--- src/rtl/sa_pkg.sv ---
// Shared definitions for the systolic-array datapath.
// Provides the lane width, a lane-slice offset helper for packing/unpacking
// result vectors, and the signed 32-bit ReLU used at result capture.
package sa_pkg;

   localparam int unsigned LANE_W = 32;

   // Bit offset of lane 'lane' inside a packed vector of LANE_W-bit lanes.
   function automatic int unsigned lane_lsb(input int unsigned lane);
      return lane * LANE_W;
   endfunction

   // Two's-complement ReLU: negative words become zero, others pass unchanged.
   function automatic logic [LANE_W-1:0] relu(input logic [LANE_W-1:0] x);
      return x[LANE_W-1] ? '0 : x;
   endfunction

endpackage

--- src/rtl/sa_result_drain_if.sv ---
// Lane-serial result stream toward the DMA / AXI-Stream writer.
//   out_data  : current lane word
//   out_valid : out_data valid
//   out_last  : final lane of the vector
//   out_ready : sink accepts the word when high together with out_valid
// master = drain side, slave = sink side.
interface sa_result_drain_if;
   import sa_pkg::*;

   logic [LANE_W-1:0] out_data;
   logic              out_valid;
   logic              out_last;
   logic              out_ready;

   modport master (output out_data, output out_valid, output out_last, input out_ready);
   modport slave  (input out_data, input out_valid, input out_last, output out_ready);

endinterface

--- src/rtl/sa_vec_fifo.sv ---
// Synchronous vector FIFO with an explicit occupancy counter.
//   clk, res      : clock, synchronous active-high reset
//   push / wdata  : write request and data (ignored when full without a pop)
//   pop           : frees the head entry (ignored when empty)
//   rdata         : head entry
//   count         : entries held (0..DEPTH)
//   full / empty  : occupancy flags
module sa_vec_fifo #(
   parameter  int unsigned WIDTH = 128,
   parameter  int unsigned DEPTH = 4,
   localparam int unsigned PTR_W = $clog2(DEPTH)
) (
   input  logic             clk,
   input  logic             res,
   input  logic             push,
   input  logic             pop,
   input  logic [WIDTH-1:0] wdata,
   output logic [WIDTH-1:0] rdata,
   output logic [PTR_W:0]   count,
   output logic             full,
   output logic             empty
);

   logic [WIDTH-1:0] mem_q [DEPTH];
   logic [PTR_W-1:0] wr_ptr_q, wr_ptr_d;
   logic [PTR_W-1:0] rd_ptr_q, rd_ptr_d;
   logic [PTR_W:0]   count_q, count_d;
   logic             do_push, do_pop;

   assign full  = (count_q == (PTR_W+1)'(DEPTH));
   assign empty = (count_q == '0);
   assign count = count_q;
   assign rdata = mem_q[rd_ptr_q];

   // A push into a full FIFO is legal only when the head is freed on the same edge.
   always_comb begin
      do_pop   = pop && !empty;
      do_push  = push && (!full || do_pop);
      wr_ptr_d = wr_ptr_q;
      rd_ptr_d = rd_ptr_q;
      if (do_push) wr_ptr_d = wr_ptr_q + 1'b1;
      if (do_pop)  rd_ptr_d = rd_ptr_q + 1'b1;
      count_d  = count_q + (PTR_W+1)'(do_push) - (PTR_W+1)'(do_pop);
   end

   always_ff @(posedge clk) begin
      if (res) begin
         wr_ptr_q <= '0;
         rd_ptr_q <= '0;
         count_q  <= '0;
      end else begin
         wr_ptr_q <= wr_ptr_d;
         rd_ptr_q <= rd_ptr_d;
         count_q  <= count_d;
      end
   end

   // Storage needs no reset; the entry at rd_ptr is never the write target unless it is being freed.
   always_ff @(posedge clk) begin
      if (!res && do_push) mem_q[wr_ptr_q] <= wdata;
   end

endmodule

--- src/rtl/sa_result_drain.sv ---
// Result drain for the systolic array: captures each SoutL vector (qualified
// by Sready, optionally ReLU'd) into a vector FIFO and serialises it lane by
// lane onto a 32-bit valid/ready stream with a last flag on the final lane.
//   clk, res     : clock, synchronous active-high reset
//   SoutL/Sready : result vector and its single-cycle valid pulse
//   relu_en      : apply ReLU to lanes at capture
//   strm         : lane-serial output stream (master side)
//   overflow     : sticky, a vector arrived while full and was dropped
//   fifo_count   : vectors held, including the one being serialised
module sa_result_drain
   import sa_pkg::*;
#(
   parameter  int unsigned ARRAY_LENGTH = 4,
   parameter  int unsigned FIFO_DEPTH   = 4,
   localparam int unsigned PTR_W        = $clog2(FIFO_DEPTH)
) (
   input  logic                           clk,
   input  logic                           res,
   input  logic [ARRAY_LENGTH*LANE_W-1:0] SoutL,
   input  logic                           Sready,
   input  logic                           relu_en,
   sa_result_drain_if.master              strm,
   output logic                           overflow,
   output logic [PTR_W:0]                 fifo_count
);

   localparam int unsigned VEC_W  = ARRAY_LENGTH * LANE_W;
   localparam int unsigned LIDX_W = (ARRAY_LENGTH > 1) ? $clog2(ARRAY_LENGTH) : 1;
   localparam logic [LIDX_W-1:0] LAST_LANE = LIDX_W'(ARRAY_LENGTH - 1);

   logic [LIDX_W-1:0] lane_idx_q, lane_idx_d;
   logic              overflow_q, overflow_d;
   logic [VEC_W-1:0]  cap_vec;
   logic [VEC_W-1:0]  head_vec;
   logic [LANE_W-1:0] head_lanes [ARRAY_LENGTH];
   logic              fifo_full, fifo_empty;
   logic              push, pop, xfer;

   // Capture path: lane-wise ReLU applied before the vector is stored.
   always_comb begin
      logic [LANE_W-1:0] lane;
      cap_vec = '0;
      lane    = '0;
      for (int unsigned i = 0; i < ARRAY_LENGTH; i++) begin
         lane = SoutL[lane_lsb(i) +: LANE_W];
         cap_vec[lane_lsb(i) +: LANE_W] = relu_en ? relu(lane) : lane;
      end
   end

   always_comb begin
      for (int unsigned i = 0; i < ARRAY_LENGTH; i++) begin
         head_lanes[i] = head_vec[lane_lsb(i) +: LANE_W];
      end
   end

   // Serialiser: present lane_idx of the head entry; free the entry on the last transfer.
   always_comb begin
      strm.out_valid = !fifo_empty;
      strm.out_last  = !fifo_empty && (lane_idx_q == LAST_LANE);
      strm.out_data  = fifo_empty ? '0 : head_lanes[lane_idx_q];
      xfer           = strm.out_valid && strm.out_ready;
      pop            = xfer && strm.out_last;
      push           = Sready && (!fifo_full || pop);
      lane_idx_d     = lane_idx_q;
      if (xfer) lane_idx_d = strm.out_last ? '0 : lane_idx_q + 1'b1;
      overflow_d     = overflow_q || (Sready && fifo_full && !pop);
   end

   always_ff @(posedge clk) begin
      if (res) begin
         lane_idx_q <= '0;
         overflow_q <= 1'b0;
      end else begin
         lane_idx_q <= lane_idx_d;
         overflow_q <= overflow_d;
      end
   end

   assign overflow = overflow_q;

   sa_vec_fifo #(
      .WIDTH (VEC_W),
      .DEPTH (FIFO_DEPTH)
   ) u_fifo (
      .clk   (clk),
      .res   (res),
      .push  (push),
      .pop   (pop),
      .wdata (cap_vec),
      .rdata (head_vec),
      .count (fifo_count),
      .full  (fifo_full),
      .empty (fifo_empty)
   );

endmodule
--- src/flat_wrapper.sv ---
// flat-port wrapper written by rule: the top's interface ports become plain ports
module sa_result_drain_flat import sa_pkg::*;
#(
   parameter  int unsigned ARRAY_LENGTH = 4,
   parameter  int unsigned FIFO_DEPTH   = 4,
   localparam int unsigned PTR_W        = $clog2(FIFO_DEPTH)
)
  (clk, res, SoutL, Sready, relu_en, overflow, fifo_count, strm_out_data, strm_out_valid, strm_out_last, strm_out_ready);
  sa_result_drain_if strm_i ();
  input  logic clk;
  input  logic res;
  input  logic [ARRAY_LENGTH*LANE_W-1:0] SoutL;
  input  logic Sready;
  input  logic relu_en;
  output logic overflow;
  output logic [PTR_W:0] fifo_count;
  output wire logic [$bits(strm_i.out_data)-1:0] strm_out_data;
  output wire logic [$bits(strm_i.out_valid)-1:0] strm_out_valid;
  output wire logic [$bits(strm_i.out_last)-1:0] strm_out_last;
  input wire logic [$bits(strm_i.out_ready)-1:0] strm_out_ready;
  assign strm_out_data = strm_i.out_data;
  assign strm_out_valid = strm_i.out_valid;
  assign strm_out_last = strm_i.out_last;
  assign strm_i.out_ready = strm_out_ready;
  sa_result_drain #(.ARRAY_LENGTH(ARRAY_LENGTH), .FIFO_DEPTH(FIFO_DEPTH)) u_core (.clk(clk), .res(res), .SoutL(SoutL), .Sready(Sready), .relu_en(relu_en), .strm(strm_i), .overflow(overflow), .fifo_count(fifo_count));
endmodule
--- config.mk ---
export PLATFORM = sky130hd
export DESIGN_NAME = sa_result_drain_flat
export DESIGN_NICKNAME = d
export VERILOG_FILES = /design/src/rtl/sa_pkg.sv /design/src/rtl/sa_result_drain_if.sv /design/src/rtl/sa_vec_fifo.sv /design/src/rtl/sa_result_drain.sv /design/src/flat_wrapper.sv
export SDC_FILE = /design/constraint.sdc
export NUM_CORES = 1
export LEC_CHECK = 0
export ABC_CLOCK_PERIOD_IN_PS = 5400
export BUFFER_PORTS_ARGS = -buffer_cell sky130_fd_sc_hd__buf_2
export CORE_AREA = 4 4 239 171
export DETAILED_ROUTE_END_ITERATION = 10
export DIE_AREA = 0 0 243 175
export GPL_TIMING_DRIVEN = 0
export HOLD_SLACK_MARGIN = 0.02
export PLACE_DENSITY = 0.82
export SLEW_MARGIN = 20
export SYNTH_ARGS = -nofsm -noshare
export SYNTH_HDL_FRONTEND = slang
export SYNTH_SLANG_ARGS = --single-unit
--- constraint.sdc ---
create_clock -name clk -period 5.4 [get_ports clk]
set_clock_uncertainty 0.2 [all_clocks]
set_input_delay 1.08 -clock clk [delete_from_list [all_inputs] [get_ports clk]]
set_output_delay 1.08 -clock clk [all_outputs]
set_load 0.05 [all_outputs]
======== Word-level counts from Yosys, hierarchy flattened ========
Memories as Yosys holds them, arrays and structs flattened. A register that Yosys moved wholly into a read port is not among the register bits.
Cells that the tools add are included.
cells by class
  magnitude comparators ................... 1
  bitwise operators ....................... 1
  mux-type cells .......................... 17
  add/subtract/negate cells ............... 5
  equality and inequality tests ........... 2
  reduce and logical (&&, ||, !) cells .... 17
operators by type and width
  kind                                                           count
  32-bit 2-to-1 mux                                              7
  31-bit 2-to-1 mux                                              4
  32-bit binary-select mux with 2-bit select                     1
  1-bit logical AND                                              9
  2-bit by 1-bit adder with 2-bit output, second input constant  3
  2-bit 2-to-1 mux                                               3
  1-bit zero test                                                4
  3-bit by 1-bit adder with 3-bit output                         1
  3-bit equality test, second input constant                     1
  3-bit >= comparator, second input constant                     1
  3-bit zero test                                                1
  1-bit logical OR                                               3
  2-bit inverter with 3-bit output                               1
  3-bit by 1-bit subtractor with 3-bit output                    1
  2-bit equality test, second input constant                     1
  1-bit 2-to-1 mux                                               2
word-level totals
  output and inout bits ................... 38
  register bits ........................... 10
  logic and storage cells ................. 49
  input port bits ......................... 133
  memories ................................ 1
  RAM bits ................................ 512
memory list
  name                 depth  bits a word  rd ports  clocked after memory_dff  write ports  line               source
  u_core.u_fifo.mem_q  4      128          1         1                         1            sa_vec_fifo.sv:24  logic [WIDTH-1:0] mem_q [DEPTH];

======== Logic depth before layout (Yosys ltp) ========
Gate-level depths: netlist of the first run.
  word-level depth ........................ 10
  depth in mapped cells ................... 11
  depth with buffers taken out ............ 11

======== Modules after synthesis ========
A second synthesis of the first run with hierarchy kept.
unflattened totals
  cells, all modules ...................... 991
  area, all modules ....................... 20888.8 um2
by module, submodules not included
  module           instances  area an instance (um2)  cells each  sequential area each (um2)
  sa_vec_fifo      1          18876.9                 716         15554.9
  sa_result_drain  1          2011.9                  275         60.1

======== Worst setup path before layout of the first run ========
Ideal clock, no wire load.
  path kind ............................... input to register
  from .................................... input port strm_out_ready
  to ...................................... memory u_core.u_fifo.mem_q[0][0] (enable)
  slack ................................... 0.162 ns
  data required time ...................... 4.697 ns
  library setup time ...................... 0.503 ns
  path buffers ............................ 0
  stages .................................. 5
  arrival ................................. 4.535 ns
  cell sequence ........................... a211o_1 o21a_1 inv_1 nor2_1 and2_1
between the ends
  longest elaborated chain between the ends .. 8
  elaborated cells between the ends (all ways) .. 10
  those cells by class .................... 2 x mux; 8 x reduce/logical
RTL lines
  item                                                   line                                      source
  from (decl)                                            flat_wrapper.sv:20                        input wire logic [$bits(strm_i.out_ready)-1:0] strm_out_ready;
  1-bit logical AND (*)                                  sa_result_drain.sv:61                     xfer = strm.out_valid && strm.out_ready;
  1-bit logical AND (*)                                  sa_result_drain.sv:62                     pop = xfer && strm.out_last;
  1-bit logical OR or 1-bit logical AND (tied branches)  sa_result_drain.sv:63, sa_vec_fifo.sv:37
  1-bit logical AND or 1-bit logical OR (tied branches)  sa_result_drain.sv:63, sa_vec_fifo.sv:38
  1-bit logical AND (*)                                  sa_vec_fifo.sv:38                         do_push = push && (!full || do_pop);
  1-bit logical AND (*)                                  sa_vec_fifo.sv:60                         if (!res && do_push) mem_q[wr_ptr_q] <= wdata;
  1-bit 2-to-1 mux (*)                                   sa_vec_fifo.sv:60
  1-bit 2-to-1 mux (implied by the code) (*)             sa_vec_fifo.sv:60
  to (decl)                                              sa_vec_fifo.sv:24
Mark *: on every way between the ends. The rest lies on a longest branch, timed or not.

======== Worst setup path after layout of the first run ========
  from .................................... register u_core.lane_idx_q[0]
  to ...................................... output port strm_out_data[10]
between the ends
  longest elaborated chain between the ends .. 5
RTL lines
  item                                                    line                   source
  from (decl)                                             sa_result_drain.sv:31  logic [LIDX_W-1:0] lane_idx_q, lane_idx_d;
  from (signal assigned)                                  sa_result_drain.sv:74  lane_idx_q <= lane_idx_d;
  2-bit inverter with 3-bit output (implied by the code)  sa_result_drain.sv:60  strm.out_data = fifo_empty ? '0 : head_lanes[lane_idx_q];
  32-bit binary-select mux with 2-bit select              sa_result_drain.sv:60
  32-bit 2-to-1 mux (implied by the code) (2 in series)   sa_result_drain.sv:60
  32-bit 2-to-1 mux                                       sa_result_drain.sv:60
  to (decl)                                               flat_wrapper.sv:17     output wire logic [$bits(strm_i.out_data)-1:0] strm_out_data;
No other way between the ends. The select of a mux whose other input is x is not followed.

==> results of run 1 <==
synthesized netlist by cell type, types with 7 or more instances:
master,number
edfxtp_1,512
a221o_1,32
nor2b_1,7
inv_1,8
a22o_1,31
ha_1,7
mux4_2,113
dfxtp_1,12
nor2_1,9
mux4_1,14
nand2_1,10
buf_6,10
clkbuf_1,29
and2_1,129
buf_2,10
flip-flops by register name (all words and copies together), names as in the netlist, named ones only:
register	cells
u_core.u_fifo.mem_q	512
u_core.u_fifo.wr_ptr_q	2
u_core.lane_idx_q	2
u_core.overflow	1
u_core.u_fifo.count	3
u_core.u_fifo.rd_ptr_q	2
area by class of cell:
class / count / area [µm²] / share of cell area
buffer: 55 / 330.3 / 0.01375
timing repair buffer: 181 / 1109 / 0.04615
clock inverter: 23 / 259.0 / 0.01078
clock buffer: 63 / 1319 / 0.05490
tap: 496 / 620.6 / 0.02583
antenna: 4 / 10.01 / 0.0004167
sequential: 524 / 15620 / 0.6500
multi-input combinational: 377 / 4726 / 0.1967
inverter: 9 / 33.78 / 0.001406
stage by stage:
stage	setup slack [ps]	hold WS [ps]	instances	util
2_1_floorplan	161.7	269.2	965	-
3_3_place_gp	-2342	250.3	1631	0.5790
3_5_place_dp	1442	261.0	1642	0.5859
4_1_cts	846.5	275.3	1728	0.6272
5_1_grt	670.0	318.8	1732	0.6274
6_report	849.8	275.1	1732	0.6274
per-layer routing:
layer / up-vias / part of all wire / track usage
met3: 64 / 0.079 / 0.04111
met2: 507 / 0.48 / 0.3511
met5: - / 0 / 0
met1: 5441 / 0.42 / 0.3217
li1: 4466 / - / -
met4: 0 / 0.020 / 0.06104
worst max path at each step:
stage                     slack (ps)                 start                          end
after global placement         -2340        strm_out_ready  u_core.u_fifo.mem_q[0][115]
final                            850  u_core.lane_idx_q[0]            strm_out_data[10]
after detailed placement        1440  u_core.lane_idx_q[0]            strm_out_data[10]
after CTS                        850             flip-flop            strm_out_data[12]
after floorplan                  160        strm_out_ready    u_core.u_fifo.mem_q[0][0]
after global routing             670  u_core.lane_idx_q[0]            strm_out_data[10]
kinds of logic after synthesis:
logic type	Yosys count	share of synthesized area
and+or+nand+nor	166	0.04819
buffers and inverters	64	0.01759
DFF	524	0.7545
AOI/OAI and AO/OA	69	0.03053
muxes	129	0.1418
adders and majority gates	8	0.005199
xor gates and xnor gates	5	0.002116
worst register-to-register path, stage by stage, from the launching register on:
cell     delay [ps]
dfxtp_1         440
ha_1            290
a211o_1         170
o21a_1          180
inv_1            90
nor2_1          210
and2_4          640
buf_16          340
buf_16          320
where the power goes:
group          internal [mW]  switching [mW]  total, mW
Sequential              4.73          0.0605       4.79
Clock                   2.00            1.41       3.41
Combinational          0.400           0.954       1.35
==> impl_metrics.json, run 1 <==
{
  "rsz0062_at_grt": "no",
  "synth_area_um2": 20690,
  "grt_antenna_before_repair": 6,
  "grt_max_degree": 50,
  "cts_buffers": 48,
  "layout_commonest_cell": "edfxtp_1",
  "hpwl_mm": 30.59,
  "ys.warnings.count": 0,
  "chipWidth_um": 243,
  "crit_chain": "clkbuf_1 > nor3b_1 > clkbuf_1 > a22o_1 > a221o_1 > buf_2",
  "hp-start": "u_core.overflow",
  "yosys.area.top_type": "edfxtp_1",
  "final_cell_mix": "edfxtp_1, buf_2, and2_1, mux4_2, clkbuf_16",
  "holdBufCountCts": 0,
  "drt_wl_total_mm": 47.09,
  "layout-drive-gt1-share": 0.3174,
  "root_buffer": "clkbuf_16",
  "rows": 60,
  "vias": 10480,
  "outcome": "finished, final reports clean",
  "route.detailed.drc": 0,
  "yosysUniqueCellTypes": 36,
  "drtAntennaViolNets": 0,
  "reg2reg_to": "u_core.u_fifo.mem_q[2][82]",
  "crit_slowest_cell": "nor3b_1",
  "leakagePower_nw": 7.972,
  "grt_pass1_wl_mm": 69.63,
  "startpoint_type": "flip-flop",
  "clk_latency_ps": 550,
  "r2r_slack_ps": 2150,
  "timing_hold_violations_final": 0,
  "clk_path_buf_depth": 3,
  "die_h_um": 175,
  "peakVddDrop_mv": 0.2505,
  "max_freq_ghz": 0.2198,
  "crit_arrival_ps": 3270,
  "cts.sinks": 524,
  "final_nets": 1337,
  "grt_pass1_vias": 10910,
  "hold_path_depth": 2,
  "post_drt_via_cell_ratio": 6.050,
  "synth_cells": 965,
  "synth-edff-count": 512,
  "relSlewSlack": 0.3701,
  "post_drt_wl_per_cell_um": 27.19,
  "setup_viol_count_final": 0,
  "path_common_cell": "clkbuf_1",
  "dieArea_um2": 42530,
  "synth_area_leaders": "edfxtp_1, mux4_2, and2_1, mux4_1, a221o_1",
  "period_minus_slack_ps": 4550,
  "cts_max_level": 2,
  "dr.first_iter.drc_count": 1190,
  "crit_buf_inv": 3,
  "min_path_type": "flip-flop to flip-flop",
  "setup.worst_path.end_class": "primary output",
  "grt.total_usage": 0.2212,
  "synthFlopType": "edfxtp_1",
  "ys_seq_area_frac": 0.7545,
  "ys_ff_latch": 524,
  "drv_slew": 0,
  "clk_pin_slew_ps": 60,
  "synth_fp_nets": 1106,
  "crit_family": "buffers and inverters",
  "fillCellCount": 2606,
  "start_util": 0.5405,
  "worst_slew_pin_slew_ps": 942.8,
  "tns_ps": 0,
  "p_total_mw": 9.556,
  "final_area_um2": 24020,
  "tritoncts": "built",
  "post_cts_buffers": 0,
  "path_depth": 6,
  "first_pass_iters": 5,
  "path_class": "flip-flop to primary output",
  "cts_resized": 0,
  "worstReg2RegStart": "u_core.lane_idx_q[1]",
  "power.density_nw_per_um2": 397.8,
  "slowest_delay_ps": 820,
  "io_pins": 171,
  "path_max_fanout": 10,
  "core_area_um2": 38290,
  "io_buffers": 170,
  "finalCritPeriodShare": 0.8426,
  "gp_congestion": 0.7381,
  "areaGrowthSynthToFinish_pct": 16.08,
  "worstPathRequired_ps": 4120,
  "maxCapViolCount": 0,
  "grt_overflow": 0,
  "async_flop_share": 0,
  "syn_avg_cell_area_um2": 21.45,
  "placed_area_um2": 22430,
  "r2r_cells": 8,
  "synth_top_area_share": 0.7429,
  "hold_end": "u_core.overflow"
}
No activity file was read; power rests on OpenSTA's default activity.
==> run 2: changes to the inputs <==
--- a/config.mk
+++ b/config.mk
@@ -5,7 +5,7 @@
 export SDC_FILE = /design/constraint.sdc
 export NUM_CORES = 1
 export LEC_CHECK = 0
-export ABC_CLOCK_PERIOD_IN_PS = 5400
+export ABC_CLOCK_PERIOD_IN_PS = 3800
 export BUFFER_PORTS_ARGS = -buffer_cell sky130_fd_sc_hd__buf_2
 export CORE_AREA = 4 4 239 171
 export DETAILED_ROUTE_END_ITERATION = 10
==> constraint.sdc (replaced) <==
create_clock -name clk -period 3.8 [get_ports clk]
set_clock_uncertainty 0.2 [all_clocks]
set_input_delay 0.76 -clock clk [delete_from_list [all_inputs] [get_ports clk]]
set_output_delay 0.76 -clock clk [all_outputs]
set_load 0.05 [all_outputs]
==> run 2 against run 1 <==
Against the previous run: sequential power is 42% higher; hold slack lost 77 ps; flip-flop and latch count unchanged; global-route usage fell by 0.18 points; first-iteration DRC count rose by 19%; utilization increased by 0.15 points; final area is 0.23% higher; non-clock buffer count decreased by 1.
==> impl_metrics.json, run 2 (synthesis gave the netlist of run 1 again) <==
{
  "core_area_um2": 38290,
  "startpoint_type": "flip-flop",
  "hpwl_mm": 30.21,
  "fin_util": 0.6289,
  "largest_reg_flops": 512,
  "power.density_nw_per_um2": 559.7,
  "drt_wl_total_mm": 46.90,
  "fillCellCount": 2626,
  "fin_cells": 1730,
  "grt_pass1_vias": 10810,
  "grt_pass1_wl_mm": 69.39,
  "clk_path_buf_depth": 3,
  "layout_commonest_cell": "edfxtp_1",
  "p_total_mw": 13.48,
  "post_drt_via_cell_ratio": 6.075,
  "cts_max_level": 2,
  "crit_buf_inv": 3,
  "slowest_delay_ps": 540,
  "io_buffers": 170,
  "rsz0062_at_grt": "yes",
  "first_pass_iters": 5,
  "grt.total_usage": 0.2194,
  "final_cell_mix": "edfxtp_1, buf_2, and2_1, mux4_2, clkbuf_16",
  "dr.first_iter.drc_count": 1416,
  "path_max_fanout": 10,
  "gp_congestion": 0.7418,
  "vias": 10510,
  "leakagePower_nw": 8.025,
  "grt_max_degree": 50,
  "grt_antenna_before_repair": 3,
  "chipWidth_um": 243,
  "areaGrowthSynthToFinish_pct": 16.35,
  "cts.sinks": 524,
  "regArea_um2": 15620,
  "io_pins": 171,
  "worst_slew_pin_slew_ps": 738.2,
  "regMostFlops": "u_core.u_fifo.mem_q",
  "crit_arrival_ps": 2770,
  "die_h_um": 175,
  "post_drt_wl_per_cell_um": 27.11,
  "worstPathRequired_ps": 2840,
  "final_nets": 1336,
  "setup_viol_count_final": 0,
  "crit_slowest_cell": "mux4_2",
  "clk_latency_ps": 550,
  "drv_slew": 0,
  "rows": 60,
  "relSlewSlack": 0.5078,
  "timing_hold_violations_final": 0,
  "worstReg2RegStart": "u_core.lane_idx_q[1]",
  "setup.worst_path.end_class": "primary output",
  "dp_cells": 1640,
  "min_path_type": "primary input to flip-flop",
  "cts_buffers": 48,
  "peakVddDrop_mv": 0.4338,
  "layout-drive-gt1-share": 0.3325,
  "max_freq_ghz": 0.2684,
  "crit_family": "buffers and inverters",
  "hp-start": "res",
  "path_common_cell": "buf_6",
  "start_util": 0.5405,
  "dieArea_um2": 42530,
  "grt_overflow": 0,
  "root_buffer": "clkbuf_16",
  "holdWs_ps": 197.7,
  "drtAntennaViolNets": 0,
  "clk_pin_slew_ps": 60,
  "tritoncts": "built",
  "maxCapViolCount": 0,
  "path_class": "flip-flop to primary output",
  "period_minus_slack_ps": 3726,
  "outcome": "finished, final reports clean",
  "multiInputGateArea_um2": 4751,
  "crit_chain": "buf_6 > buf_6 > mux4_2 > a22o_1 > a221o_1 > buf_2",
  "route.detailed.drc": 0,
  "finalCritPeriodShare": 0.9806
}
==> run 2: through the flow <==
step | cell area, µm² | TNS (ps) | worst slack, ps
3_3_place_gp | 22170 | -508170 | -1027
5_1_grt | 24080 | 0 | 1.462
6_report | 24080 | 0 | 73.62
3_5_place_dp | 22420 | 0 | 21.28
4_1_cts | 24010 | 0 | 4.350
2_1_floorplan | 20700 | 0 | 311.8
==> run 2: where the power goes <==
group          leakage, nW  internal (mW)  switching (mW)
clock                0.750           2.68            2.05
sequential            4.79           6.72          0.0926
combinational         2.48          0.574            1.36
==> run 2: area by class of cell <==
cell class                      instances  share of cell area
Multi-Input combinational cell        377              0.1973
Tap cell                              496             0.02577
Buffer                                 55             0.01684
Clock buffer                           58             0.05144
Clock inverter                         30             0.01242
Sequential cell                       524              0.6486
Inverter                                9            0.001403
Timing Repair Buffer                  180             0.04614
Antenna cell                            1           0.0001039
==> run 2: layer usage <==
metal,up-vias,wire (µm),global-route usage
met5,-,16,0
met4,2,982,0.05648
met3,62,4045,0.04893
met2,533,22610,0.3467
met1,5442,19250,0.3167
li1,4470,-,-
==> run 2: worst paths after layout <==
kind,end,slack (ps),depth (start not counted)
worst max register to register,u_core.u_fifo.mem_q[2][16],810,8
worst max-delay path,strm_out_data[10],70,6
worst min register to register,u_core.overflow,270,2
worst min-delay path,u_core.u_fifo.count[0],200,2
==> run 2: what timing repair did <==
action                                  in CTS  in global routing
resized for setup                           29                 13
hold buffers                                 0                  0
buffers inserted                             0                  1
endpoints found under the setup margin      32                 29
cloned                                       0                  0
==> run 3: changes to the inputs <==
--- a/config.mk
+++ b/config.mk
@@ -7,13 +7,14 @@
 export LEC_CHECK = 0
 export ABC_CLOCK_PERIOD_IN_PS = 3800
 export BUFFER_PORTS_ARGS = -buffer_cell sky130_fd_sc_hd__buf_2
-export CORE_AREA = 4 4 239 171
+export CORE_AREA = 4 4 241 172
 export DETAILED_ROUTE_END_ITERATION = 10
-export DIE_AREA = 0 0 243 175
+export DIE_AREA = 0 0 245 176
 export GPL_TIMING_DRIVEN = 0
 export HOLD_SLACK_MARGIN = 0.02
-export PLACE_DENSITY = 0.82
+export PLACE_DENSITY = 0.81
 export SLEW_MARGIN = 20
 export SYNTH_ARGS = -nofsm -noshare
 export SYNTH_HDL_FRONTEND = slang
+export SYNTH_HIERARCHICAL = 1
 export SYNTH_SLANG_ARGS = --single-unit
==> run 3 against run 2 <==
Against the previous run: power grew 8.4%; critical path type unchanged; flip-flop and latch count is the same; hold slack gained 80 ps; first-iteration DRC count shrank 24%; global-route usage shrank 0.15 points; utilization shrank 0.21 points; non-clock buffer count grew 33; wire length shrank 0.87%; synthesized area grew 0.94%; largest power group unchanged; final cell count grew 5.4%; sequential power grew 3.2%.
==> impl_metrics.json, run 3 <==
{
  "grt_antenna_before_repair": 1,
  "synth_fp_nets": 1131,
  "p_int_mw": 10.59,
  "grt_overflow": 0,
  "max_freq_ghz": 0.2686,
  "drt_wl_total_mm": 46.50,
  "final_area_um2": 24590,
  "cts_max_level": 2,
  "syn_avg_cell_area_um2": 21.08,
  "crit_arrival_ps": 2760,
  "post_cts_buffers": 0,
  "vias": 10610,
  "outcome": "finished, final reports clean",
  "netlist_top_cells_count": "edfxtp_1, mux4_2, and2_1",
  "yosysMostFrequentCell": "edfxtp_1",
  "synth_area_um2": 20890,
  "cts.sinks": 524,
  "clock_power_share": 0.319,
  "synth_area_leaders": "edfxtp_1, mux4_2, and2_1, mux2i_1, dfxtp_1",
  "setup.worst_path.end_class": "primary output",
  "maxCapViolCount": 0,
  "areaGrowthSynthToFinish_pct": 17.71,
  "finalCritPeriodShare": 0.9798,
  "switching_share": 0.2756,
  "async_flop_share": 0,
  "relSlewSlack": 0.5100,
  "io_buffers": 170,
  "placed_area_um2": 23030,
  "startpoint_type": "flip-flop",
  "ys_ff_latch": 524,
  "yosys.area.top_type": "edfxtp_1",
  "start_util": 0.5325,
  "synth_cells": 991,
  "grt_max_degree": 16,
  "synthFlopType": "edfxtp_1",
  "setup_viol_count_final": 0,
  "post_drt_wl_per_cell_um": 25.51,
  "layout-drive-gt1-share": 0.3551,
  "drtAntennaViolNets": 0,
  "fillCellCount": 2691,
  "path_max_fanout": 10,
  "timing_hold_violations_final": 0,
  "period_minus_slack_ps": 3723,
  "p_seq_frac": 0.481,
  "die_h_um": 176,
  "yosysUniqueCellTypes": 37,
  "post_drt_via_cell_ratio": 5.818,
  "tritoncts": "built",
  "grt_pass1_wl_mm": 69.62,
  "hpwl_mm": 32.36,
  "first_pass_iters": 5,
  "ys.warnings.count": 6,
  "chipWidth_um": 245,
  "core_area_um2": 39230,
  "ys_seq_area_frac": 0.7475,
  "largest_reg_flops": 512,
  "grt_pass1_vias": 11150,
  "synth_top_area_share": 0.7360,
  "rsz0062_at_grt": "yes",
  "path_class": "flip-flop to primary output",
  "clk_latency_ps": 550,
  "cts_buffers": 47,
  "leakagePower_nw": 8.154,
  "gp_congestion": 0.7656,
  "route.detailed.drc": 0,
  "root_buffer": "clkbuf_16",
  "rows": 61,
  "r2r_slack_ps": 500,
  "power.density_nw_per_um2": 594.4,
  "regMostFlops": "u_core/u_fifo/mem_q",
  "drv_slew": 0,
  "p_comb_frac": 0.200,
  "dr.first_iter.drc_count": 1076,
  "worst_slew_pin_slew_ps": 735.1,
  "io_pins": 171,
  "clk_path_buf_depth": 3,
  "clk_pin_slew_ps": 60,
  "final_cell_mix": "edfxtp_1, buf_2, mux4_2, and2_1, mux2i_1",
  "min_path_type": "primary input to flip-flop",
  "peakVddDrop_mv": 0.3585,
  "final_nets": 1392,
  "grt.total_usage": 0.2178,
  "dieArea_um2": 43120,
  "synth-edff-count": 512,
  "worstPathRequired_ps": 2840,
  "p_total_mw": 14.61,
  "layout_commonest_cell": "edfxtp_1",
  "p_switching_mw": 4.027
}
==> run 3: layout make-up <==
class                      instances  area (µm²)  area share
sequential                       524       15620      0.6353
multi-input combinational        405        4990      0.2029
timing repair buffer             212        1409     0.05730
clock buffer                      60        1267     0.05155
tap                              535       669.4     0.02723
buffer                            56       376.6     0.01532
clock inverter                    24       229.0    0.009313
inverter                           6       22.52   0.0009160
antenna                            1       2.502   0.0001018
==> run 3: through the flow <==
stage,worst slack [ps],instances,TNS [ps],util,hold WS (ps)
detailed placement,252.4,1738,0,0.5871,271.4
floorplan,-1382,991,-707780,-,280.7
global placement,-3847,1696,-1945010,0.5729,247.3
global route,-19.45,1823,-52.79,0.6267,291.8
CTS,-18.69,1822,-34.07,0.6264,258.3
finish,76.87,1823,0,0.6267,277.2
==> run 3: layer usage <==
layer | share of wire | GRT usage
met5 | 0 | 0
met4 | 0.019 | 0.04823
met2 | 0.49 | 0.3518
met3 | 0.076 | 0.04630
met1 | 0.41 | 0.3134
==> run 3: logic make-up (layout without fill, tap and decap cells) <==
logic type	count (synthesis)	count (layout)	share of synthesized area
AOI/OAI and AO/OA	38	38	0.01198
xor gates and xnor gates	4	4	0.001677
adders and majority gates	7	7	0.004552
buffers and inverters	62	358	0.01665
DFF	524	524	0.7475
muxes	197	197	0.1713
other	0	1	0
and+or+nand+nor	159	159	0.04630
==> run 3: power groups by stage <==
stage / Sequential [mW] / Combinational (mW) / Clock (mW)
floorplan: 7.20 / 1.93 / 0
global route: 7.07 / 3.08 / 5.00
finish: 7.03 / 2.92 / 4.66
global placement: 7.21 / 2.75 / 0
CTS: 7.04 / 2.95 / 4.73
detailed placement: 7.16 / 2.94 / 0
==> run 3: final timing paths <==
kind              depth (start not counted)            startpoint                        end
setup / recovery                          6             flip-flop          strm_out_data[22]
hold / removal                            2                   res            u_core/overflow
setup reg to reg                          9  u_core/lane_idx_q[1]  u_core/u_fifo/mem_q[0][5]
hold reg to reg                           2       u_core/overflow            u_core/overflow
==> run 3: timing repair <==
| action | 4_1_cts | 5_1_grt |
|---|---|---|
| setup endpoints to repair | 21 | 17 |
| hold buffers | 0 | 0 |
| endpoints found under the hold margin | 0 | 0 |
| gates resized for setup | 21 | 6 |
==> run 3: worst max-delay path, stage by stage, from the launching register on <==
cell and delay [ps]:
dfxtp_1 360, clkbuf_4 290, buf_4 310, mux4_2 550, mux2i_2 330, o22ai_1 140, buf_2 230
